==> src/rtl/btb_pkg.sv <==
// Shared types and defaults for the BTB update controller.
package btb_pkg;

    // Default BTB index width: 2^7 = 128 sets.
    localparam int SET_ADDR_LEN_DEF = 7;

    // One pending BTB install: branch PC and its resolved target.
    typedef struct packed {
        logic [31:0] pc;
        logic [31:0] target;
    } btb_upd_t;

    // Controller modes: draining updates, or invalidating every set.
    typedef enum logic {
        IDLE  = 1'b0,
        SWEEP = 1'b1
    } ctrl_state_t;

endpackage

==> src/rtl/btb_upd_fifo.sv <==
// Small update queue. The head is read combinationally so the controller can
// present it on the BTB write port in the same cycle it is popped.
// clear empties the queue at the edge and takes priority over push/pop.
module btb_upd_fifo
    import btb_pkg::*;
#(
    parameter int DEPTH = 4
) (
    input  logic     clk,
    input  logic     rst_n,
    input  logic     push,
    input  logic     pop,
    input  logic     clear,
    input  btb_upd_t din,
    output btb_upd_t dout,
    output logic     full,
    output logic     empty
);

    localparam int PW = $clog2(DEPTH);
    localparam logic [PW:0] DEPTH_C = (PW + 1)'(DEPTH);

    btb_upd_t        mem [DEPTH];
    logic [PW-1:0]   wr_ptr_reg;
    logic [PW-1:0]   rd_ptr_reg;
    logic [PW:0]     count_reg;
    logic            push_ok;
    logic            pop_ok;

    assign full    = (count_reg == DEPTH_C);
    assign empty   = (count_reg == '0);
    assign push_ok = push && !full && !clear;
    assign pop_ok  = pop && !empty && !clear;
    assign dout    = mem[rd_ptr_reg];

    // Storage write; no reset needed since occupancy gates every read.
    always_ff @(posedge clk) begin
        if (push_ok) begin
            mem[wr_ptr_reg] <= din;
        end
    end

    // Pointers wrap naturally because DEPTH is a power of two.
    always_ff @(posedge clk or negedge rst_n) begin
        if (!rst_n) begin
            wr_ptr_reg <= '0;
            rd_ptr_reg <= '0;
            count_reg  <= '0;
        end else if (clear) begin
            wr_ptr_reg <= '0;
            rd_ptr_reg <= '0;
            count_reg  <= '0;
        end else begin
            if (push_ok) begin
                wr_ptr_reg <= wr_ptr_reg + 1'b1;
            end
            if (pop_ok) begin
                rd_ptr_reg <= rd_ptr_reg + 1'b1;
            end
            count_reg <= count_reg + {{PW{1'b0}}, push_ok} - {{PW{1'b0}}, pop_ok};
        end
    end

endmodule

==> src/rtl/btb_update_ctrl.sv <==
// BTB update controller: queues resolved taken branches from EX and writes
// them into the BTB one per cycle, or sweeps every set invalid on flush.
// Optional macro BTB_CTRL_PERF_EN adds saturating upd_cnt/drop_cnt outputs.
module btb_update_ctrl
    import btb_pkg::*;
#(
    parameter int SET_ADDR_LEN = SET_ADDR_LEN_DEF,
    parameter int FIFO_DEPTH   = 4
) (
    input  logic        clk,
    input  logic        rst_n,
    input  logic        ex_upd_valid,
    input  logic [31:0] PC_EX,
    input  logic [31:0] PC_Branch,
    output logic        ex_upd_ready,
    input  logic        flush_req,
    output logic        btb_wr_req,
    output logic [31:0] btb_wr_pc,
    output logic [31:0] btb_wr_target,
    output logic        btb_wr_valid,
    output logic        sweep_busy,
    output logic        sweep_done,
    output logic        overflow
`ifdef BTB_CTRL_PERF_EN
    ,
    output logic [31:0] upd_cnt,
    output logic [31:0] drop_cnt
`endif
);

    localparam logic [SET_ADDR_LEN-1:0] LAST_IDX = '1;

    ctrl_state_t             state_reg, state_next;
    logic [SET_ADDR_LEN-1:0] idx_reg, idx_next;
    logic                    done_reg, done_next;
    logic                    overflow_reg;

    btb_upd_t fifo_din;
    btb_upd_t fifo_head;
    logic     fifo_full;
    logic     fifo_empty;
    logic     fifo_push;
    logic     fifo_pop;
    logic     drop;

    assign fifo_din     = '{pc: PC_EX, target: PC_Branch};
    assign ex_upd_ready = !fifo_full && (state_reg == IDLE);
    // An update arriving with a flush is discarded silently along with the queue.
    assign fifo_push    = ex_upd_valid && ex_upd_ready && !flush_req;
    assign drop         = ex_upd_valid && !ex_upd_ready && !flush_req;
    assign sweep_busy   = (state_reg == SWEEP);
    assign sweep_done   = done_reg;
    assign overflow     = overflow_reg;

    btb_upd_fifo #(
        .DEPTH (FIFO_DEPTH)
    ) u_fifo (
        .clk   (clk),
        .rst_n (rst_n),
        .push  (fifo_push),
        .pop   (fifo_pop),
        .clear (flush_req),
        .din   (fifo_din),
        .dout  (fifo_head),
        .full  (fifo_full),
        .empty (fifo_empty)
    );

    // Next state and BTB write port: installs from the queue head in IDLE,
    // invalidates one set per cycle in SWEEP. A flush in IDLE suppresses the
    // install so that nothing pending reaches the BTB once flush is seen.
    always_comb begin
        state_next    = state_reg;
        idx_next      = idx_reg;
        done_next     = 1'b0;
        fifo_pop      = 1'b0;
        btb_wr_req    = 1'b0;
        btb_wr_valid  = 1'b0;
        btb_wr_pc     = '0;
        btb_wr_target = '0;
        case (state_reg)
            IDLE: begin
                if (flush_req) begin
                    state_next = SWEEP;
                    idx_next   = '0;
                end else if (!fifo_empty) begin
                    btb_wr_req    = 1'b1;
                    btb_wr_valid  = 1'b1;
                    btb_wr_pc     = fifo_head.pc;
                    btb_wr_target = fifo_head.target;
                    fifo_pop      = 1'b1;
                end
            end
            SWEEP: begin
                btb_wr_req = 1'b1;
                btb_wr_pc  = {{(30 - SET_ADDR_LEN){1'b0}}, idx_reg, 2'b00};
                if (flush_req) begin
                    idx_next = '0;
                end else if (idx_reg == LAST_IDX) begin
                    state_next = IDLE;
                    idx_next   = '0;
                    done_next  = 1'b1;
                end else begin
                    idx_next = idx_reg + 1'b1;
                end
            end
            default: begin
                state_next = IDLE;
            end
        endcase
    end

    // Mode, sweep index and completion pulse registers.
    always_ff @(posedge clk or negedge rst_n) begin
        if (!rst_n) begin
            state_reg <= IDLE;
            idx_reg   <= '0;
            done_reg  <= 1'b0;
        end else begin
            state_reg <= state_next;
            idx_reg   <= idx_next;
            done_reg  <= done_next;
        end
    end

    // Sticky drop flag, cleared only by flush.
    always_ff @(posedge clk or negedge rst_n) begin
        if (!rst_n) begin
            overflow_reg <= 1'b0;
        end else if (flush_req) begin
            overflow_reg <= 1'b0;
        end else if (drop) begin
            overflow_reg <= 1'b1;
        end
    end

`ifdef BTB_CTRL_PERF_EN
    logic [31:0] upd_cnt_reg;
    logic [31:0] drop_cnt_reg;

    assign upd_cnt  = upd_cnt_reg;
    assign drop_cnt = drop_cnt_reg;

    // Saturating event counters; flush does not touch them.
    always_ff @(posedge clk or negedge rst_n) begin
        if (!rst_n) begin
            upd_cnt_reg  <= '0;
            drop_cnt_reg <= '0;
        end else begin
            if (btb_wr_req && btb_wr_valid && !(&upd_cnt_reg)) begin
                upd_cnt_reg <= upd_cnt_reg + 1'b1;
            end
            if (drop && !(&drop_cnt_reg)) begin
                drop_cnt_reg <= drop_cnt_reg + 1'b1;
            end
        end
    end
`endif

endmodule

==> config.mk <==
export PLATFORM = sky130hd
export DESIGN_NAME = btb_update_ctrl
export DESIGN_NICKNAME = d
export VERILOG_FILES = /design/src/rtl/btb_pkg.sv /design/src/rtl/btb_upd_fifo.sv /design/src/rtl/btb_update_ctrl.sv
export SDC_FILE = /design/constraint.sdc
export NUM_CORES = 1
export LEC_CHECK = 0
export ABC_AREA = 1
export CELL_PAD_IN_SITES_DETAIL_PLACEMENT = 1
export CELL_PAD_IN_SITES_GLOBAL_PLACEMENT = 1
export CORE_UTILIZATION = 25
export DETAILED_ROUTE_END_ITERATION = 16
export GPL_ROUTABILITY_DRIVEN = 0
export GPL_TIMING_DRIVEN = 0
export PLACE_DENSITY = 0.63
export SETUP_SLACK_MARGIN = 0.1
export SYNTH_ARGS = -nofsm -noshare
export SYNTH_HDL_FRONTEND = slang
export SYNTH_SLANG_ARGS = --single-unit
==> constraint.sdc <==
create_clock -name clk -period 4.01 [get_ports clk]
set_input_delay 0.401 -clock clk [delete_from_list [all_inputs] [get_ports clk]]
set_output_delay 0.401 -clock clk [all_outputs]
set_load 0.01 [all_outputs]
* Word level (Yosys, flattened, before mapping) *
Memory sizes are Yosys's and may differ from the RTL's.
Index checks and enable logic that the tools add are counted.

storage, ports and cells
  register bits = 17
  latch bits = 0
  bits in writable memories = 256
  memory bits (read-only) = 0
  input port bits = 68
  output and inout bits = 70
  word-level logic and storage cells = 64
  memories kept = 1

operators by class
  add/subtract/negate cells = 5
  multipliers = 0
  div/mod/pow operators = 0
  $lt $le $gt $ge = 0
  eq/ne operators = 3
  shift operators = 0
  mux-type cells = 30
  bitwise logic cells = 1
  reductions and logical operators = 17

memories
  memory      depth  bits a word  read ports  clocked after Yosys merged registers in  write ports  line                source
  u_fifo.mem  4      64           1           0                                        1            btb_upd_fifo.sv:23  btb_upd_t mem [DEPTH];

operators with widths
  cell                 number
  $mux 32              5
  $pmux 32 s2          1
  $mux 7               3
  $pmux 7 s2           1
  $mux 1               13
  $logic_and 1x1->1    9
  $mux 2               4
  $add 7x1->7 const B  1
  $eq 7x7->1 const B   1
  $reduce_bool 2->1    3
  $add 2x1->2 const B  2
  $logic_not 1->1      4
  $pmux 1 s2           2
  $add 3x1->3          1
  $eq 3x3->1 const B   1
  $logic_not 3->1      1
  $mux 3               1
  $sub 3x1->3          1
  $ne 2x2->1 const B   1
  $not 1->1            1

* Logic depth before layout (Yosys ltp) *
Gate-level depths: netlist (run 1).

  depth after elaboration = 10
  depth in mapped cells = 11
  depth with buffers taken out = 11

* By module *
Synthesis (run 1) repeated with hierarchy kept, for this count alone.

unflattened totals
  cell total of the unflattened synthesis = 894
  area, all modules = 11106.9 um^2

by module, submodules not included
  module           instances  cells each  area each (um^2)
  btb_upd_fifo     1          682         9958.3
  btb_update_ctrl  1          212         1148.6

* Least setup slack after synthesis (run 1) *
No wires, ideal clock.

  path kind = register -> register
  start point = reg state_reg (netlist: sweep_busy)
  end point = mem u_fifo.mem[0][0] in the netlist's numbering (enable)
  arrival time = 3.675 ns
  setup slack = -0.152 ns
  stages on the path, launching flop included = 5
  clock period less this slack = 4.162 ns
  cells stage by stage = dfrtp_1 buf_4 nor2_4 nand3_1 nor2_1

between the ends
  longest elaborated chain between the ends = 8

ends and longest elaborated chain
  item                            line                    source
  start, declared                 btb_update_ctrl.sv:33   ctrl_state_t state_reg, state_next;
  start signal, assigned          btb_update_ctrl.sv:120  state_reg <= state_next;
  $not 1->1                       --
  $logic_and 1x1->1               btb_update_ctrl.sv:47   assign ex_upd_ready = !fifo_full && (state_reg == IDLE);
  $logic_and 1x1->1 (2 in a row)  btb_update_ctrl.sv:49   assign fifo_push = ex_upd_valid && ex_upd_ready && !flush_req;
  $logic_and 1x1->1 (2 in a row)  btb_upd_fifo.sv:32      assign push_ok = push && !full && !clear;
  $mux 1                          btb_upd_fifo.sv:38      if (push_ok) begin
  $mux 1 (implied by the code)    btb_upd_fifo.sv:39      mem[wr_ptr_reg] <= din;
  end, declared                   btb_upd_fifo.sv:23

No other way between the ends.

* Final worst setup path (run 1) *
  start point = reg state_reg (netlist: sweep_busy)
  end point = out btb_wr_pc[12]

between the ends
  longest elaborated chain between the ends = 2

ends and longest elaborated chain
  item             line                   source
  $not 1->1        --
  $pmux 32 s2 (*)  btb_update_ctrl.sv:81  case (state_reg)
  end, declared    btb_update_ctrl.sv:18  output logic [31:0] btb_wr_pc,

Every way passes the cells marked *; elsewhere a longest branch is shown, timed or not.

==> impl_metrics.toml, run 1 <==
[place]
hpwl_mm = 20.0
placed_area_um2 = 13200
io_buffers = 136

[sta]
skew_ps = 20.2
drv_slew = 0
max_freq_mhz = 306
setup_viol = 0
worst_pin_slew_ps = 960
hold_viol = 0
fin_crit_sh = 0.814
rsz0062_at_grt = "false"
holdWs_ps = 205
relSlewSlack = 0.359
fin_crit_ps = 3270

[yosys]
synth.avg_cell_area_um2 = 12.2
synth_fp_nets = 968
synthCells = 892
yosysWarnings = 0
synth_cell_types = 22
synthesis.area_um2 = 10900
ys_seq_area_frac = 0.745
synth.ff_latch_count = 273

[global_routing]
antenna_found_initial = 2
use_met2 = 0.236
grt_first_pass_wirelength_mm = 46.0
grt_use_met3 = 0.0253
grt_max_degree = 27
busiest_layer = "met2"
overflow = 0
grt_pass1_vias = 7675
use_met1 = 0.177
grt.total_usage = 0.139

[route]
drt_wl_total_mm = 30.7
wire_per_inst_um = 18.3
drt_iter0_markers = 340
drc = 0
vias_per_cell = 4.35
first_pass_iters = 4
num_vias = 7308
ant_nets = 0

[setup_path]
critPathTopFamily = "buffers and inverters"
crit_path_cell_trace = "buf_4 > nor2_4 > nand2_2 > clkbuf_1 > a21oi_1 > clkdlybuf4s50_1"
crit_path_end_kind = "output pin"
critPathArrivalTime_ps = 2860
crit_slowest_cell = "clkdlybuf4s50_1"
critPathBufInv = 3
max_stage_delay_ps = 600
critPathKind = "flop to output pin"
cp.required_ps = 3610
startpoint_type = "flop"
critPathMaxFanout = 10

[pwr]
swShare = 0.199
p_int_mw = 4.78
clock_power_share = 0.456
power.switching_mw = 1.19
sequentialPowerShare = 0.524
total_power_mw = 5.96
vdd_drop_max_mv = 0.298
comb_power_share = 0.020
p_leak_nw = 4.86
p_per_area_nw_per_um2 = 421

[run]
drv_cap = 0

[cts]
post_cts_resize_count = 0
cts_setup_buffers = 0
cts_max_path_buffers = 3
cts_tree = "yes"
clk-insertion-delay-late_ps = 520
cts_sinks = 273
postCtsHoldBufs = 0
cts_htree_levels = 2
path_clk_slew_ps = 60
cts_inserted_buffers = 34
ctsRootBufferMaster = "clkbuf_16"

[floorplanning]
die_width_um = 211
rows = 76
dieHeight_um = 211
ios = 138
start_util = 0.253
coreArea_um2 = 43000
die-area_um2 = 44400

[cells_and_area]
nets = 1149
final_area_um2 = 14200
largest_reg_flops = 256
fillers = 4712
layout-drive-gt1-share = 0.0814
area_growth_pct = 30.2
postLayoutCoreUtil = 0.330

[min_path]
hold_class = "input pin to flop"

[run_status]
status = "finished, final reports clean"
==> per-layer routing <==
layer | vias up | routed length (um) | share of wire
met4 | 2 | 686 | 0.022
met3 | 46 | 1220 | 0.040
met5 | - | 9 | 0.00029
met1 | 3647 | 13900 | 0.45
met2 | 132 | 14900 | 0.48
li1 | 3481 | - | -
==> cell type report <==
cell class                 instances  area, um^2  share of cell area
inverter                          26        97.6             0.00688
timing repair buffer             145        1550               0.109
sequential                       273        8110               0.572
antenna                            1        2.50            0.000176
tap                              585         732              0.0516
clock inverter                    14        70.1             0.00494
multi-input combinational        543        2450               0.173
buffer                            50         259              0.0183
clock buffer                      43         906              0.0639
==> per-stage QoR <==
stage                     setup slack, ps  cells  setup TNS, ps
after global routing                  545   1679              0
after floorplan                      -152    892         -38830
after detailed placement             1080   1622              0
after CTS                             650   1679              0
final                                 744   1680              0
after global placement              -3170   1613        -785040
==> synth_stat cells <==
cell      number  area (um^2)
a22o_1         1         8.76
o21ai_0      121          606
xor2_1         2         17.5
nand4_1        1         6.26
fa_1           1         20.0
o21ai_1        1         5.00
buf_4         14          105
nand2_1       65          244
inv_1         23         86.3
edfxtp_1     256         7690
dfrtp_1       17          425
buf_2         15         75.1
nand2_2        1         6.26
nor2_4         1         11.3
a21oi_1       60          300
inv_2          3         11.3
nand3_1       36          180
buf_1          5         18.8
xnor2_1        1         8.76
nor2_1       245          920
clkbuf_1      16         60.1
ha_1           7         87.6
==> cell usage in the layout (no fill, tap or decap), types with 7 or more instances in the layout <==
cell / n
nand3_1: 36
clkbuf_1: 24
o21ai_0: 121
dfrtp_1: 17
clkbuf_16: 35
a21oi_1: 60
clkinv_1: 7
buf_2: 15
ha_1: 7
edfxtp_1: 256
buf_12: 8
inv_1: 23
clkdlybuf4s50_1: 136
nand2_1: 65
buf_4: 14
nor2_1: 241
==> power by group through the flow <==
stage | registers (mW) | clock network, mW | logic (mW)
6_report | 3.12 | 2.72 | 0.121
5_1_grt | 3.12 | 2.91 | 0.132
4_1_cts | 3.12 | 2.80 | 0.123
3_5_place_dp | 3.18 | 0 | 0.122
3_3_place_gp | 3.18 | 0 | 0.119
2_1_floorplan | 3.18 | 0 | 0.0137
==> worst paths after layout <==
path,start,to,slack (ps),cells past startpoint
hold reg to reg,overflow,overflow,500,2
setup reg to reg,sweep_busy,u_fifo.mem[0][47],1210,5
setup / recovery,sweep_busy,btb_wr_pc[12],740,6
hold / removal,flush_req,overflow,200,2
min in group asynchronous,rst_n,overflow,380,1
max in group asynchronous,rst_n,idx_reg[5],3070,1
==> worst reg2reg max path: stages (launching register included) <==
cell,delay (ps)
dfrtp_1,380
buf_4,170
nor2_4,230
nand3_1,470
nor2_4,910
buf_12,300
==> logic make-up after synthesis <==
family	synth area share
buffers and inverters	0.0327
AOI/OAI and AO/OA	0.0844
and+or+nand+nor	0.126
DFF	0.745
adders and majority gates	0.00988
xor gates and xnor gates	0.00241
Note: power is estimated with default switching activity, not from simulation.
==> run 2, diff against run 1 <==
clock period = 2.6 ns   (was 4.01 ns; I/O delays follow)
==> run 2 against run 1 <==
Against the previous run:
- global-route usage grew 0.49 points
- flip-flop and latch count unchanged
- power grew 61%
- via count rose by 1.0%
- clock power increased by 69%
==> impl_metrics.toml, run 2 (synthesized netlist as in run 1, its figures left out) <==
[run_status]
status = "finished, final reports clean"

[sta]
skew_ps = 9.53
holdWs_ps = 36.2
hold_viol = 0
rsz0062_at_grt = "true"
fin_crit_ps = 2420
setup_viol = 0
max_freq_mhz = 413
worst_pin_slew_ps = 854
relSlewSlack = 0.429
fin_crit_sh = 0.931
drv_slew = 0

[floorplanning]
coreArea_um2 = 43000
ios = 138
rows = 76
start_util = 0.253
die_width_um = 211
die-area_um2 = 44400
dieHeight_um = 211

[cts]
postCtsHoldBufs = 0
cts_inserted_buffers = 31
path_clk_slew_ps = 60
ctsRootBufferMaster = "clkbuf_16"
cts_max_path_buffers = 3
cts_tree = "yes"
cts_htree_levels = 1
clk-insertion-delay-late_ps = 560
cts_sinks = 273

[global_routing]
overflow = 0
grt_pass1_vias = 7916
grt_first_pass_wirelength_mm = 48.0
grt_max_degree = 27
antenna_found_initial = 2
grt.total_usage = 0.144

[route]
ant_nets = 0
wire_per_inst_um = 18.6
num_vias = 7384
vias_per_cell = 4.35
drc = 0
first_pass_iters = 6
drt_wl_total_mm = 31.6
drt_iter0_markers = 360

[setup_path]
critPathKind = "flop to output pin"
critPathMaxFanout = 8
critPathArrivalTime_ps = 2160
crit_path_end_kind = "output pin"
cp.required_ps = 2340
startpoint_type = "flop"

[cells_and_area]
largest_reg_flops = 256
nets = 1165
layout-drive-gt1-share = 0.163
fillers = 4684
mostFrequentLayoutCells = "256 x edfxtp_1, 241 x nor2_1, 121 x o21ai_0, 72 x clkdlybuf4s50_1, 65 x nand2_1"
area_growth_pct = 35.1
layout_commonest_cell = "edfxtp_1"
final_cell_count_no_fill = 1699

[run]
drv_cap = 0

[place]
dp_cells = 1623
io_buffers = 136
hpwl_mm = 20.2

[pwr]
p_leak_nw = 5.70
vdd_drop_max_mv = 0.591
p_per_area_nw_per_um2 = 653

[min_path]
hold_class = "input pin to flop"
-- run 2: critical path, cell delays in order (launching register included) --
cell and delay (ps):
dfrtp_1 380, buf_4 170, nor2_4 160, nand2_8 130, buf_8 170, buf_4 140, a21oi_1 180, clkdlybuf4s15_1 270
-- run 2: path summary, 6_finish.rpt --
kind	start	to	slack [ps]	depth (start not counted)
setup / recovery	sweep_busy	btb_wr_pc[30]	180	7
hold / removal	flush_req	u_fifo.count_reg[0]	40	2
setup reg to reg	sweep_busy	u_fifo.count_reg[2]	280	10
hold reg to reg	overflow	overflow	510	2
max in group asynchronous	rst_n	u_fifo.rd_ptr_reg[0]	1820	1
min in group asynchronous	rst_n	overflow	200	1
-- run 2: repair_timing --
item / 4_1_cts / 5_1_grt
gates resized for setup: 121 / 98
buffers inserted: 9 / 9
setup endpoints to repair: 185 / 58
pin swaps: 14 / 10
cloned: 0 / 0
-- run 2: report_power, final --
group	internal [mW]	total [mW]	leakage (nW)	switching, mW
sequential	4.81	4.81	2.52	0.00632
clock	2.85	4.61	0.540	1.75
combinational	0.103	0.186	2.64	0.0828
total	7.77	9.61	5.70	1.84
-- run 2: per-layer routing --
layer / track usage / up-vias / part of all wire
met5: 0 / - / 0.00041
li1: - / 3519 / -
met2: 0.249 / 124 / 0.50
met4: 0.0282 / 2 / 0.016
met3: 0.0269 / 33 / 0.037
met1: 0.187 / 3706 / 0.45
-- run 2: area by class of cell --
| class | instances | area [um^2] | share of cell area |
|---|---|---|---|
| tap | 585 | 732 | 0.0498 |
| sequential | 273 | 8120 | 0.552 |
| inverter | 26 | 105 | 0.00714 |
| antenna | 1 | 2.50 | 0.000170 |
| clock buffer | 33 | 783 | 0.0532 |
| timing repair buffer | 164 | 1640 | 0.112 |
| multi-input combinational | 543 | 2550 | 0.173 |
| buffer | 50 | 494 | 0.0336 |
| clock inverter | 24 | 290 | 0.0197 |
-- run 2: metrics by stage --
| step | power (mW) | setup TNS [ps] | util | setup WS, ps | area [um^2] |
|---|---|---|---|---|---|
| 6_report | 9.61 | 0 | 0.342 | 180 | 14700 |
| 3_3_place_gp | 5.09 | -593110 | 0.302 | -2340 | 13000 |
| 4_1_cts | 9.72 | -2640 | 0.339 | -166 | 14600 |
| 3_5_place_dp | 5.10 | -6200 | 0.308 | -200 | 13200 |
| 2_1_floorplan | 4.93 | -141480 | - | -553 | 10900 |
| 5_1_grt | 9.90 | 0 | 0.342 | 55.4 | 14700 |
